[config.mk]
export PLATFORM = sky130hd
export DESIGN_NAME = usb_rx_controller
export DESIGN_NICKNAME = d
export VERILOG_FILES = /design/src/rtl/usb_pkg.sv /design/src/rtl/usb_crc16_check.sv /design/src/rtl/usb_rx_controller.sv
export SDC_FILE = /design/constraint.sdc
export NUM_CORES = 1
export LEC_CHECK = 0
export CORE_ASPECT_RATIO = 0.6
export CORE_MARGIN = 2
export CORE_UTILIZATION = 30
export CTS_BUF_LIST = sky130_fd_sc_hd__clkbuf_2 sky130_fd_sc_hd__clkbuf_4 sky130_fd_sc_hd__clkbuf_8
export CTS_CLUSTER_DIAMETER = 120
export DETAILED_ROUTE_END_ITERATION = 8
export PLACE_DENSITY_LB_ADDON = 0.3
export SLEW_MARGIN = 20
export SYNTH_ARGS = -nofsm -noshare
export SYNTH_HDL_FRONTEND = slang
export SYNTH_SLANG_ARGS = --single-unit
[constraint.sdc]
create_clock -name i_clk -period 5.1 [get_ports i_clk]
set_input_delay 1.02 -clock i_clk [delete_from_list [all_inputs] [get_ports i_clk]]
set_output_delay 1.02 -clock i_clk [all_outputs]
set_load 0.01 [all_outputs]
[src/rtl/usb_pkg.sv]
// Shared types and constants for the USB full-speed receive path.
package usb_pkg;

  // Receive packet FSM states
  typedef enum logic [2:0] {
    RX_IDLE  = 3'd0,
    RX_PID   = 3'd1,
    RX_TOKEN = 3'd2,
    RX_HS    = 3'd3,
    RX_DATA  = 3'd4,
    RX_DONE  = 3'd5,
    RX_ERR   = 3'd6
  } rx_state_t;

  // PID bytes as presented by the deserializer
  localparam logic [7:0] PID_OUT   = 8'hE1;
  localparam logic [7:0] PID_IN    = 8'h69;
  localparam logic [7:0] PID_DATA0 = 8'hC3;
  localparam logic [7:0] PID_DATA1 = 8'h4B;
  localparam logic [7:0] PID_ACK   = 8'hD2;
  localparam logic [7:0] PID_NAK   = 8'h5A;
  localparam logic [7:0] PID_STALL = 8'h1E;

  // rx_packet report codes
  localparam logic [2:0] PKT_NONE  = 3'd0;
  localparam logic [2:0] PKT_OUT   = 3'd1;
  localparam logic [2:0] PKT_IN    = 3'd2;
  localparam logic [2:0] PKT_DATA0 = 3'd3;
  localparam logic [2:0] PKT_DATA1 = 3'd4;
  localparam logic [2:0] PKT_ACK   = 3'd5;
  localparam logic [2:0] PKT_NAK   = 3'd6;
  localparam logic [2:0] PKT_STALL = 3'd7;

  localparam logic [7:0] SYNC_VAL_DEFAULT = 8'h80;

  // Reflected CRC16; running the register over payload plus the
  // transmitted (inverted) CRC leaves this fixed residual.
  localparam logic [15:0] CRC16_POLY     = 16'hA001;
  localparam logic [15:0] CRC16_INIT     = 16'hFFFF;
  localparam logic [15:0] CRC16_RESIDUAL = 16'hB001;

  // Map a PID byte to its report code; PKT_NONE when the check nibble
  // is wrong or the PID is not one this receiver understands.
  function automatic logic [2:0] pid_decode(input logic [7:0] pid);
    logic [2:0] code;
    code = PKT_NONE;
    if (pid[7:4] == ~pid[3:0]) begin
      case (pid)
        PID_OUT:   code = PKT_OUT;
        PID_IN:    code = PKT_IN;
        PID_DATA0: code = PKT_DATA0;
        PID_DATA1: code = PKT_DATA1;
        PID_ACK:   code = PKT_ACK;
        PID_NAK:   code = PKT_NAK;
        PID_STALL: code = PKT_STALL;
        default:   code = PKT_NONE;
      endcase
    end
    return code;
  endfunction

  function automatic logic pkt_is_token(input logic [2:0] code);
    return (code == PKT_OUT) || (code == PKT_IN);
  endfunction

  function automatic logic pkt_is_data(input logic [2:0] code);
    return (code == PKT_DATA0) || (code == PKT_DATA1);
  endfunction

  // One byte through the reflected CRC16, LSB first as on the wire
  function automatic logic [15:0] crc16_update(input logic [15:0] crc, input logic [7:0] data);
    logic [15:0] c;
    c = crc;
    for (int i = 0; i < 8; i++) begin
      if (c[0] ^ data[i]) c = (c >> 1) ^ CRC16_POLY;
      else                c = c >> 1;
    end
    return c;
  endfunction

endpackage

[src/rtl/usb_crc16_check.sv]
// Running CRC16 over data-packet bytes, one byte per cycle.
// o_crc_ok reflects the register value including any byte presented
// this cycle, so a byte arriving together with EOP is already counted.
module usb_crc16_check
  import usb_pkg::*;
(
  input  logic       i_clk,
  input  logic       i_rst,
  input  logic       i_clear,
  input  logic       i_byte_en,
  input  logic [7:0] i_byte,
  output logic       o_crc_ok
);

  logic [15:0] r_crc;
  logic [15:0] w_crc_next;

  // Next CRC value: seed on clear, fold in a byte when enabled
  always_comb begin
    w_crc_next = r_crc;
    if (i_clear)        w_crc_next = CRC16_INIT;
    else if (i_byte_en) w_crc_next = crc16_update(r_crc, i_byte);
  end

  // CRC register
  always_ff @(posedge i_clk) begin
    if (i_rst) r_crc <= '0;
    else       r_crc <= w_crc_next;
  end

  assign o_crc_ok = (w_crc_next == CRC16_RESIDUAL);

endmodule

[src/rtl/usb_rx_controller.sv]
// USB full-speed receive packet FSM: SYNC/PID validation, token and
// handshake framing, data payload forwarding through a 2-byte hold
// pipeline so the trailing CRC bytes never reach the RX FIFO.
module usb_rx_controller
  import usb_pkg::*;
#(
  parameter int         MAX_PAYLOAD = 64,
  parameter int         BUF_DEPTH   = 64,
  parameter logic [7:0] SYNC_VAL    = SYNC_VAL_DEFAULT
) (
  input  logic       i_clk,
  input  logic       i_rst,
  input  logic       i_byte_ready,
  input  logic [7:0] i_rx_byte,
  input  logic       i_eop,
  input  logic       i_stuff_error,
  input  logic [6:0] i_buffer_occupancy,
  output logic [2:0] o_rx_packet,
  output logic       o_rx_data_ready,
  output logic       o_rx_transfer_active,
  output logic       o_rx_error,
  output logic       o_store_rx_packet_data,
  output logic [7:0] o_rx_packet_data,
  output logic       o_rx_flush
);

  rx_state_t r_state;
  rx_state_t w_state_next;

  // Output registers
  logic [2:0] r_packet;
  logic       r_data_ready;
  logic       r_active;
  logic       r_error;
  logic       r_store;
  logic [7:0] r_pdata;
  logic       r_flush;

  // Datapath registers
  logic [7:0] r_hold0;      // oldest held byte
  logic [7:0] r_hold1;      // newest held byte
  logic [1:0] r_hold_cnt;   // bytes held, saturates at 2
  logic [1:0] r_tok_cnt;    // token bytes seen, saturates at 2
  logic [6:0] r_pay_cnt;    // payload bytes written
  logic       r_is_data;    // current packet is DATA0/DATA1

  // Decode / event wires
  logic [2:0] w_pid_code;
  logic       w_sync_ok;
  logic       w_pid_ok;
  logic       w_write_due;
  logic       w_write;
  logic       w_err;
  logic       w_fin_err;
  logic       w_is_data;
  logic       w_full;
  logic       w_crc_ok;
  logic       w_crc_clear;
  logic       w_crc_en;
  logic [1:0] w_hold_after;
  logic [1:0] w_tok_after;

  // Next-cycle output values
  logic [2:0] w_packet_next;
  logic       w_data_ready_next;
  logic       w_active_next;
  logic       w_error_next;
  logic       w_store_next;
  logic [7:0] w_pdata_next;
  logic       w_flush_next;

  assign w_pid_code   = pid_decode(i_rx_byte);
  assign w_full       = (i_buffer_occupancy == 7'(BUF_DEPTH));
  assign w_hold_after = (i_byte_ready && (r_hold_cnt != 2'd2)) ? r_hold_cnt + 2'd1 : r_hold_cnt;
  assign w_tok_after  = (i_byte_ready && (r_tok_cnt != 2'd2)) ? r_tok_cnt + 2'd1 : r_tok_cnt;
  assign w_crc_clear  = w_pid_ok && pkt_is_data(w_pid_code);
  assign w_crc_en     = (r_state == RX_DATA) && i_byte_ready && !i_stuff_error;
  assign w_write      = w_write_due && !w_err;
  // The packet type that a flush decision should use, including a PID latched this cycle
  assign w_is_data    = w_pid_ok ? pkt_is_data(w_pid_code) : r_is_data;

  usb_crc16_check u_crc (
    .i_clk     (i_clk),
    .i_rst     (i_rst),
    .i_clear   (w_crc_clear),
    .i_byte_en (w_crc_en),
    .i_byte    (i_rx_byte),
    .o_crc_ok  (w_crc_ok)
  );

  // State register
  always_ff @(posedge i_clk) begin
    if (i_rst) r_state <= RX_IDLE;
    else       r_state <= w_state_next;
  end

  // Next-state logic; an error seen together with EOP finishes the packet at once
  always_comb begin
    w_state_next = r_state;
    w_sync_ok    = 1'b0;
    w_pid_ok     = 1'b0;
    w_write_due  = 1'b0;
    w_err        = 1'b0;
    w_fin_err    = 1'b0;
    case (r_state)
      RX_IDLE: begin
        if (i_byte_ready && (i_rx_byte == SYNC_VAL)) begin
          w_sync_ok    = 1'b1;
          w_state_next = RX_PID;
        end
      end
      RX_PID: begin
        if (i_stuff_error) begin
          w_err = 1'b1;
        end else if (i_byte_ready) begin
          if (w_pid_code == PKT_NONE) begin
            w_err = 1'b1;
          end else begin
            w_pid_ok = 1'b1;
            if (pkt_is_token(w_pid_code))     w_state_next = RX_TOKEN;
            else if (pkt_is_data(w_pid_code)) w_state_next = RX_DATA;
            else                              w_state_next = RX_HS;
            if (i_eop) begin
              if (!pkt_is_token(w_pid_code) && !pkt_is_data(w_pid_code)) w_state_next = RX_DONE;
              else                                                        w_err = 1'b1;
            end
          end
        end else if (i_eop) begin
          w_err = 1'b1;
        end
      end
      RX_TOKEN: begin
        if (i_stuff_error) begin
          w_err = 1'b1;
        end else if (i_byte_ready && (r_tok_cnt == 2'd2)) begin
          w_err = 1'b1;
        end else if (i_eop) begin
          if (w_tok_after == 2'd2) w_state_next = RX_DONE;
          else                     w_err = 1'b1;
        end
      end
      RX_HS: begin
        if (i_stuff_error || i_byte_ready) w_err = 1'b1;
        else if (i_eop)                    w_state_next = RX_DONE;
      end
      RX_DATA: begin
        if (i_stuff_error) begin
          w_err = 1'b1;
        end else begin
          if (i_byte_ready && (r_hold_cnt == 2'd2)) begin
            w_write_due = 1'b1;
            if (r_pay_cnt == 7'(MAX_PAYLOAD)) w_err = 1'b1;
            else if (w_full)                  w_err = 1'b1;
          end
          if (!w_err && i_eop) begin
            if (w_hold_after != 2'd2) w_err = 1'b1;
            else if (!w_crc_ok)       w_err = 1'b1;
            else                      w_state_next = RX_DONE;
          end
        end
      end
      RX_DONE: begin
        w_state_next = RX_IDLE;
      end
      RX_ERR: begin
        if (i_eop) begin
          w_fin_err    = 1'b1;
          w_state_next = RX_IDLE;
        end
      end
      default: begin
        w_state_next = RX_IDLE;
      end
    endcase
    if (w_err) begin
      if (i_eop) begin
        w_fin_err    = 1'b1;
        w_state_next = RX_IDLE;
      end else begin
        w_state_next = RX_ERR;
      end
    end
  end

  // Output values for the next cycle; status levels hold until the next SYNC
  always_comb begin
    w_packet_next     = r_packet;
    w_data_ready_next = r_data_ready;
    w_active_next     = r_active;
    w_error_next      = r_error;
    w_store_next      = 1'b0;
    w_pdata_next      = r_pdata;
    w_flush_next      = 1'b0;
    if (w_sync_ok) begin
      w_packet_next     = PKT_NONE;
      w_data_ready_next = 1'b0;
      w_error_next      = 1'b0;
      w_active_next     = 1'b1;
    end
    if (w_pid_ok) w_packet_next = w_pid_code;
    if (w_write) begin
      w_store_next = 1'b1;
      w_pdata_next = r_hold0;
    end
    if (r_state == RX_DONE) begin
      w_data_ready_next = 1'b1;
      w_active_next     = 1'b0;
    end
    if (w_fin_err) begin
      w_error_next  = 1'b1;
      w_active_next = 1'b0;
      w_flush_next  = w_is_data;
    end
  end

  // Output and datapath registers
  always_ff @(posedge i_clk) begin
    if (i_rst) begin
      r_packet     <= PKT_NONE;
      r_data_ready <= 1'b0;
      r_active     <= 1'b0;
      r_error      <= 1'b0;
      r_store      <= 1'b0;
      r_pdata      <= '0;
      r_flush      <= 1'b0;
      r_hold0      <= '0;
      r_hold1      <= '0;
      r_hold_cnt   <= '0;
      r_tok_cnt    <= '0;
      r_pay_cnt    <= '0;
      r_is_data    <= 1'b0;
    end else begin
      r_packet     <= w_packet_next;
      r_data_ready <= w_data_ready_next;
      r_active     <= w_active_next;
      r_error      <= w_error_next;
      r_store      <= w_store_next;
      r_pdata      <= w_pdata_next;
      r_flush      <= w_flush_next;
      if (w_sync_ok) r_is_data <= 1'b0;
      if (w_pid_ok) begin
        r_is_data  <= pkt_is_data(w_pid_code);
        r_tok_cnt  <= '0;
        r_hold_cnt <= '0;
        r_pay_cnt  <= '0;
      end
      if ((r_state == RX_TOKEN) && i_byte_ready) r_tok_cnt <= w_tok_after;
      if (w_crc_en) begin
        r_hold0    <= r_hold1;
        r_hold1    <= i_rx_byte;
        r_hold_cnt <= w_hold_after;
      end
      if (w_write) r_pay_cnt <= r_pay_cnt + 7'd1;
    end
  end

  assign o_rx_packet            = r_packet;
  assign o_rx_data_ready        = r_data_ready;
  assign o_rx_transfer_active   = r_active;
  assign o_rx_error             = r_error;
  assign o_store_rx_packet_data = r_store;
  assign o_rx_packet_data       = r_pdata;
  assign o_rx_flush             = r_flush;

endmodule

# Word level (Yosys, flattened, before mapping)
# Index checks and enable logic that the tools add are counted.
# op_classes
addsub	3
bitwise_logic	18
eq_ne	43
muxes	96
n_reduce_logical	31
# ops
op	count
$mux W16	24
$mux W3	24
$ne A3 B3 Y1 const B	14
$mux W1	38
$eq A8 B8 Y1 const B	4
$eq A8 B7 Y1 const B	3
$not A2 Y3	8
$pmux W3 S7	1
$pmux W3 S6	1
$eq A16 B16 Y1 const B	1
$reduce_and A15 Y1	1
$eq A7 B7 Y1 const B	2
$mux W7	2
$eq A3 B2 Y1 const B	4
$eq A3 B3 Y1 const B	4
$logic_and A1 B1 Y1	12
$reduce_bool A2 Y1	6
$mux W2	5
$eq A8 B5 Y1 const B	1
$xor A1 B1 Y1	8
$add A7 B1 Y7 const B	1
$eq A2 B2 Y1 const B	3
$eq A3 B1 Y1 const B	2
$logic_not A3 Y1	2
other kinds (11)	20
# totals
wordCells	206
regBits	63
out_inout_bits	16
input_bits	20

# Longest topological paths before layout
# Gate-level depths: netlist of the first run.
# logic_depth
depth_word	47
mapped_depth	12
depth_no_buf	10

# By module
# A second synthesis of the first run with hierarchy kept.
# hier_totals
hier_cells	413
hier_area_um2	3408.3
# by_module_without_submodules
mod	instances	area_per_inst_um2	cells_per_inst	seq_area_each_um2
usb_rx_controller	1	2498.6	323	940.9
usb_crc16_check	1	909.6	90	320.3

# Worst setup path after synthesis of the first run
# OpenSTA, ideal clock, no wires.
# synth_path
path_kind	input to register
start	in i_rx_byte[2]
end	reg r_pay_cnt[3]
arrival_time_ns	3.103
setup_time_ns	0.122
n_path_buf	2
cell_stages	10
t_required_ns	4.978
setup_slack_ns	1.875
path_cell_list	buf_6 -> xnor2_4 -> xnor3_2 -> xor2_2 -> o31ai_4 -> nand4b_2 -> o21ai_2 -> buf_6 -> a21oi_4 -> a221o_1
# synth_between
elab_chain_len	33
word_cells_on_any_way	69
cone_classes	13 x eq/ne; 35 x mux; 11 x bitwise; 10 x reduce/logical
# synth_rtl
item	line	text
from (decl)	usb_rx_controller.sv:14	input logic [7:0] i_rx_byte,
$xor A1 B1 Y1	usb_pkg.sv:75	if (c[0] ^ data[i]) c = (c >> 1) ^ CRC16_POLY;
$mux W16	usb_pkg.sv:75	
$mux W16	usb_crc16_check.sv:22	else if (i_byte_en) w_crc_next = crc16_update(r_crc, i_byte);
$mux W16	usb_crc16_check.sv:21	if (i_clear) w_crc_next = CRC16_INIT;
$xor A1 B1 Y1	usb_pkg.sv:75	
$mux W16	usb_pkg.sv:75	
$mux W16	usb_crc16_check.sv:22	
$mux W16	usb_crc16_check.sv:21	
(+17 left out)	--	
$mux W1	usb_rx_controller.sv:157	else if (!w_crc_ok) w_err = 1'b1;
$mux W1	usb_rx_controller.sv:156	if (w_hold_after != 2'd2) w_err = 1'b1;
$mux W1	usb_rx_controller.sv:155	if (!w_err && i_eop) begin
$mux W1	usb_rx_controller.sv:147	if (i_stuff_error) begin
$pmux W1 S4	usb_rx_controller.sv:105	case (r_state)
$logic_not A1 Y1	usb_rx_controller.sv:78	assign w_write = w_write_due && !w_err;
$logic_and A1 B1 Y1	usb_rx_controller.sv:78	
$mux W7 / $reduce_bool A2 Y1 (equally long branches)	--	
to (signal assigned)	usb_rx_controller.sv:253	if (w_write) r_pay_cnt <= r_pay_cnt + 7'd1;
to (decl)	usb_rx_controller.sv:44	logic [6:0] r_pay_cnt;
# Parallel ways exist; a longest one is shown, timed or not. The select of a mux whose other input is x is not followed.
# A chain may end at the register's enable or synchronous reset.

# Worst setup path after layout of the first run
# layout_path
start	in i_rx_byte[2]
end	reg r_state[0]
# layout_between
elab_chain_len	32
word_cells_on_any_way	92
cone_classes	29 x eq/ne; 43 x mux; 11 x bitwise; 9 x reduce/logical
# layout_rtl
item	line	text
$xor A1 B1 Y1	usb_pkg.sv:75	
$mux W16	usb_pkg.sv:75	
$mux W16	usb_crc16_check.sv:22	
$mux W16	usb_crc16_check.sv:21	
$xor A1 B1 Y1	usb_pkg.sv:75	
$mux W16	usb_pkg.sv:75	
$mux W16	usb_crc16_check.sv:22	
$mux W16	usb_crc16_check.sv:21	
(+16 left out)	--	
$eq A16 B16 Y1	usb_crc16_check.sv:31	assign o_crc_ok = (w_crc_next == CRC16_RESIDUAL);
$mux W1	usb_rx_controller.sv:157	
$mux W1	usb_rx_controller.sv:156	
$mux W1	usb_rx_controller.sv:155	
$mux W1	usb_rx_controller.sv:147	
$pmux W1 S4	usb_rx_controller.sv:105	
$ne A3 B3 Y1 (no line) / $ne A3 B2 Y1 (equally long branches)	--	
$reduce_and A15 Y1 (no line)	--	
to (signal assigned)	usb_rx_controller.sv:94	else r_state <= w_state_next;
to (decl)	usb_rx_controller.sv:27	rx_state_t r_state;
# Parallel ways exist; a longest one is shown, timed or not. The select of a mux whose other input is x is not followed.

==> reports/results.tsv, run 1 <==
metric	value	unit
actual slew at the worst max-slew pin	0.6645	ns
diode count	0	
area growth from synthesis to final layout	16.64	%
clock slew at the register clock pins of the worst setup and hold paths	0.08	ns
mux cell area share after synthesis	1.199	%
detailed-route via count	3291	
initial antenna violation count	0	
kind of start point of the critical path	input pin	
number of instances on the worst hold path	2	
worst setup path class	in -> reg	
worst supply voltage drop on vdd	0.1284	mV
number of buffers added by the clock tree synthesis step	9	
full die area	13110	sq um
classification of the worst-slack hold path	reg -> reg	
global-route congestion overflow total	0	
Max Freq	253.6	MHz
number of cells on the worst reg-to-reg path	9	
largest net degree at the start of global routing	34	
origin of the critical flop-to-flop path	r_state[2]	
Tot GR Track Use	15.24	%
area share of fa/ha/maj cells after synthesis	1.370	%
via count of the first global-routing pass	2911	
cell area after synthesis	3654	sq um
final critical delay including setup and external delays	3.944	ns
number of flops mapped to enable cells by yosys	0	
Max Root-Sink Buffers	2	
most used flip-flop cell after synthesis	sky130_fd_sc_hd__dfxtp_1	
area of all placed cells without fillers	4262	sq um
share of layout cells above drive strength 1	9.766	%
Placement Cell Area	4080	sq um
WL/cell	15.53	microns
CP Capture Type	flip-flop	
total number of yosys warnings	0	
die height	89.48	microns
Root Driver	sky130_fd_sc_hd__clkbuf_8	
gate count after technology mapping	446	
reported max-cap violation count	0	
drt via density	5.175	
Post-Synth XOR/XNOR Area	9.795	%
final weighted congestion in routability-driven placement	0.8671	
clock skew	0.01726	ns
Core Region	11990	sq um
I/O pin cnt	36	
setup bufs post-CTS	0	
drt first-iter violations	230	
endpoint with the worst hold slack	r_hold0[2]	
ordered list of cells on the worst path	clkdlybuf4s50_1, xnor2_4, xnor3_2, xor2_2, o31ai_4, nand4b_2, o21ai_2, nand2b_1, nor4b_1	
total count of max-transition violations in the final report	0	
detailed-route DRC error count	0	
setup slack of the most critical reg-to-reg path	1.73	ns
Clock H-tree levels	3	
effective utilization at floorplan	30.48	%
first-pass iteration count of the detailed router	5	
total wire length after detailed routing	9879	microns
most used cells in the layout excluding fill and tap cells	71 x sky130_fd_sc_hd__nand2_1, 63 x sky130_fd_sc_hd__dfxtp_1, 46 x sky130_fd_sc_hd__a21oi_1	
dominant combinational cell family by area after synthesis	simple AND/OR/NAND/NOR gates	
asr flop ratio synth	0	%
Net Count, Synth	470	
Buffers on Ports	35	
clock tree from TritonCTS	built	
net count reported at finish	490	
end of the worst register-to-register path	r_state[0]	
Post-CTS Hold Fix Bufs	0	
post-detailed-route count of antenna-violating nets	0	
post-synthesis simple-gate area fraction	26.44	%
portion of the clock cycle consumed by the worst path in the final layout	77.33	%
sequential cell area fraction in the yosys report	34.52	%
chip width	146.5	microns
global-route wire length before repair	15530	microns
largest stage delay on the critical path	0.61	ns
# setup viols final	0	
biggest fanout along the worst timing path	11	
total negative setup slack	0	ns
Compound-Gate Fraction of Synth Area	21.51	%
Final Hold Viols	0	
P_leak	1.387	nW
Pwr per Cell Area	295.6	nW/um^2
data arrival time of the worst path	4.19	ns
hold path startpoint	r_hold0[2]	
clock latency of the later-clocked register in the worst-skew pair	0.36	ns
number of gates resized after CTS	0	
worst slew margin relative to its limit	55.59	%
unrepaired setup endpoints after global routing	false	
post-synthesis area per instance	8.192	sq um
number of rows in the core area	31	
sink count of the clock tree	63	
detailed placement HPWL	7209	microns
commonest non-fill, non-tap cell in the layout	sky130_fd_sc_hd__nand2_1	
Critical Path RT	5.35	ns
synthesis-stage register bit count	63	
outcome	finished clean	
number of distinct library cells after synthesis	71	
slowest cell on the critical path	sky130_fd_sc_hd__clkdlybuf4s50_1	
## logic make-up (layout without fill, tap and decap cells)
logic type | after synthesis | after routing
XOR/XNOR | 29 | 29
AO/OA/AOI/OAI | 121 | 121
buffers and inverters | 39 | 64
multiplexers | 4 | 4
flip-flops | 63 | 63
adder cells (fa/ha/maj) | 4 | 4
AND/OR/NAND/NOR | 186 | 186
## how the worst max path moves through the flow
stage,cells past startpoint,to,start
floorplan,10,r_pay_cnt[3],i_rx_byte[2]
global placement,9,r_pay_cnt[3],i_rx_byte[2]
detailed placement,9,r_pay_cnt[4],i_rx_byte[2]
CTS,9,r_state[0],i_rx_byte[2]
global route,9,r_state[0],i_rx_byte[7]
finish,9,r_state[0],i_rx_byte[2]
## cell usage after synthesis, types with 6 or more instances
cell type | count | area share, %
sky130_fd_sc_hd__nand2_1 | 71 | 7.3
sky130_fd_sc_hd__dfxtp_1 | 63 | 35
sky130_fd_sc_hd__a21oi_1 | 46 | 6.3
sky130_fd_sc_hd__nor2_1 | 22 | 2.3
sky130_fd_sc_hd__o21ai_0 | 22 | 3.0
sky130_fd_sc_hd__clkbuf_1 | 21 | 2.2
sky130_fd_sc_hd__nand3_1 | 20 | 2.7
sky130_fd_sc_hd__a31oi_1 | 16 | 2.7
sky130_fd_sc_hd__xnor2_1 | 14 | 3.4
sky130_fd_sc_hd__nand2b_1 | 10 | 1.7
sky130_fd_sc_hd__inv_1 | 9 | 0.92
sky130_fd_sc_hd__nor3_1 | 9 | 1.2
sky130_fd_sc_hd__xor2_1 | 7 | 1.7
sky130_fd_sc_hd__nor4_1 | 6 | 1.0
## report_power, final
| group | leakage [nW] | internal [mW] | switching, mW |
|---|---|---|---|
| clock | 0.0930 | 0.192 | 0.221 |
| combinational | 0.786 | 0.127 | 0.169 |
| sequential | 0.508 | 0.511 | 0.0396 |
| total | 1.39 | 0.830 | 0.430 |
## area by class of cell
class / count / area (sq um)
Clock buffer: 10 / 137.6
Fill cell: 1227 / 7724
Tap cell: 165 / 206.4
Sequential cell: 63 / 1261
Multi-Input combinational cell: 344 / 2203
Inverter: 9 / 33.78
Clock inverter: 6 / 43.79
Timing Repair Buffer: 39 / 375.4
## critical path, delay by kind of cell
kind,cells,cell delay (ns)
XOR/XNOR,3,1.00
AO/OA/AOI/OAI,2,0.83
AND/OR/NAND/NOR,3,0.71
buffers and inverters,1,0.61
## through the flow
stage	cells	utilization, %	total power [mW]	setup WS, ns	hold WS [ns]
final	636	35.56	1.260	1.156	0.4566
after detailed placement	620	34.04	0.8517	0.8096	0.4473
after CTS	636	35.56	1.264	1.180	0.4587
after global placement	620	34.04	0.8504	0.9079	0.4446
after global routing	636	35.56	1.319	0.8849	0.4691
after floorplan	446	-	0.7797	1.875	0.4321
## flip-flops by register name (all words and copies together), names as in the netlist, 2 cells and up
register / cells
r_hold_cnt: 2
o_rx_packet: 3
o_rx_packet_data: 8
u_crc.r_crc: 16
r_pay_cnt: 7
r_hold1: 8
r_state: 3
r_hold0: 8
r_tok_cnt: 2
## metal layers
layer / global-route usage [%] / vias up / routed length, microns
met5: 0 / - / 0
met4: 3.883 / 0 / 89
met3: 5.918 / 8 / 815
met2: 19.64 / 91 / 3648
met1: 22.97 / 1553 / 5325
li1: - / 1639 / -
No activity file was read; power rests on OpenSTA's default activity.
==> inputs of run 2 (changes only) <==
==> constraint.sdc (replaced) <==
create_clock -name i_clk -period 3.91 [get_ports i_clk]
set_input_delay 0.782 -clock i_clk [delete_from_list [all_inputs] [get_ports i_clk]]
set_output_delay 0.782 -clock i_clk [all_outputs]
set_load 0.01 [all_outputs]
==> reports/results.tsv, run 2 (same netlist as run 1, synthesis figures left out) <==
metric	value	unit	change
outcome	finished clean		
number of gates resized after CTS	0		unchanged
worst slew margin relative to its limit	51.22	%	-4.4 points
drt first-iter violations	298		+30%
worst supply voltage drop on vdd	0.1300	mV	+1.2%
classification of the worst-slack hold path	reg -> reg		
clock skew	0.01097	ns	-0.006288 ns
effective utilization at floorplan	30.48	%	unchanged
largest net degree at the start of global routing	33		-2.9%
Placement Cell Area	4170	sq um	+2.2%
detailed-route DRC error count	0		unchanged
area growth from synthesis to final layout	19.79	%	
initial antenna violation count	0		unchanged
Tot GR Track Use	15.72	%	+0.49 points
Buffers on Ports	35		unchanged
actual slew at the worst max-slew pin	0.7299	ns	+0.06543 ns
first-pass iteration count of the detailed router	5		unchanged
largest stage delay on the critical path	0.73	ns	+0.12 ns
setup bufs post-CTS	0		unchanged
kind of start point of the critical path	input pin		
post-detailed-route count of antenna-violating nets	0		unchanged
Max Freq	290.0	MHz	
die height	89.48	microns	unchanged
net count reported at finish	502		+2.4%
chip width	146.5	microns	unchanged
area of all placed cells without fillers	4377	sq um	+2.7%
final weighted congestion in routability-driven placement	0.8826		+1.8%
total negative setup slack	0	ns	unchanged
# setup viols final	0		unchanged
portion of the clock cycle consumed by the worst path in the final layout	88.19	%	
P_leak	1.453	nW	+4.8%
reported max-cap violation count	0		unchanged
cell type group with the largest total delay on the critical path	compound AO/OA/AOI/OAI gates		
drt via density	5.187		+0.24%
Root Driver	sky130_fd_sc_hd__clkbuf_8		
sink count of the clock tree	63		unchanged
share of layout cells above drive strength 1	12.01	%	+2.2 points
Worst Path Buf+Inv	1		unchanged
clock latency of the later-clocked register in the worst-skew pair	0.36	ns	about the same
smallest hold slack	0.4585	ns	+0.001967 ns
Pwr per Cell Area	391.0	nW/um^2	+32%
clock tree from TritonCTS	built		
max FFs per register	16		unchanged
Clock H-tree levels	3		unchanged
Post-CTS Hold Fix Bufs	0		unchanged
total wire length after detailed routing	9853	microns	-0.26%
data arrival time of the worst path	3.69	ns	-0.50 ns
cell occurring most often along the worst timing path	sky130_fd_sc_hd__a221oi_1		
final critical delay including setup and external delays	3.448	ns	
Critical Path RT	4.16	ns	-1.19 ns
global-route congestion overflow total	0		unchanged
global-route wire length before repair	16070	microns	+3.5%
diode count	0		unchanged
worst setup path class	in -> reg		
detailed-route via count	3361		+2.1%
number of rows in the core area	31		unchanged
Max Root-Sink Buffers	2		unchanged
clock slew at the register clock pins of the worst setup and hold paths	0.08	ns	about the same
ordered list of cells on the worst path	clkdlybuf4s50_1, nand4bb_1, o21ai_0, a221oi_1, a221oi_1, o41ai_1, nand2b_1, mux2_2		
share of the core filled with cells in the final layout	36.52	%	+0.96 points
most used cells in the layout excluding fill and tap cells	71 x sky130_fd_sc_hd__nand2_1, 63 x sky130_fd_sc_hd__dfxtp_1, 46 x sky130_fd_sc_hd__a21oi_1		
number of buffers added by the clock tree synthesis step	9		unchanged
unrepaired setup endpoints after global routing	false		
I/O pin cnt	36		unchanged
biggest fanout along the worst timing path	7		-4
total count of max-transition violations in the final report	0		unchanged
detailed placement HPWL	7336	microns	+1.8%
Final Hold Viols	0		unchanged
commonest non-fill, non-tap cell in the layout	sky130_fd_sc_hd__nand2_1		
slowest cell on the critical path	sky130_fd_sc_hd__clkdlybuf4s50_1		
full die area	13110	sq um	unchanged
register containing the most flip-flops in the final layout	u_crc.r_crc		
via count of the first global-routing pass	3073		+5.6%
WL/cell	15.21	microns	-2.1%
Core Region	11990	sq um	unchanged
CP Capture Type	flip-flop		
## run 2: worst min-delay path, cell delays in order (launching register included)
cell and delay [ns]:
sky130_fd_sc_hd__dfxtp_1 0.31, sky130_fd_sc_hd__nand2_1 0.05, sky130_fd_sc_hd__a21oi_1 0.05
## run 2: power by group
part           internal [mW]  switching, mW  total [mW]
Combinational          0.175          0.222       0.397
Clock                  0.315          0.281       0.596
Sequential             0.666         0.0520       0.718
## run 2: area by class of cell
cell class / count / area (sq um)
Multi-Input combinational cell: 344 / 2203
Inverter: 9 / 33.78
Fill cell: 1261 / 7609
Timing Repair Buffer: 51 / 465.4
Clock buffer: 10 / 137.6
Tap cell: 165 / 206.4
Sequential cell: 63 / 1261
Clock inverter: 6 / 68.82
## run 2: per-layer routing
| layer | up-vias | part of all wire (%) | GRT usage [%] |
|---|---|---|---|
| met1 | 1597 | 54 | 23.50 |
| li1 | 1666 | - | - |
| met4 | 0 | 1.1 | 3.972 |
| met3 | 11 | 5.9 | 4.388 |
| met2 | 87 | 39 | 22.00 |
| met5 | - | 0 | 0 |
## run 2: final timing paths
kind           startpoint    endpoint  slack, ns  cells past startpoint
max          i_rx_byte[2]  r_state[1]       0.46                      8
min            r_hold1[1]  r_hold0[1]       0.46                      2
max reg2reg    r_state[2]  o_rx_flush       0.81                      8
min reg2reg    r_hold1[1]  r_hold0[1]       0.46                      2
## run 2: metrics by stage
step,std cells,power [mW],worst slack [ns]
after floorplan,446,1.017,0.9230
after CTS,648,1.724,0.4907
after detailed placement,632,1.124,0.1282
after global routing,648,1.811,0.1848
final,648,1.711,0.4618
after global placement,632,1.117,0.2112
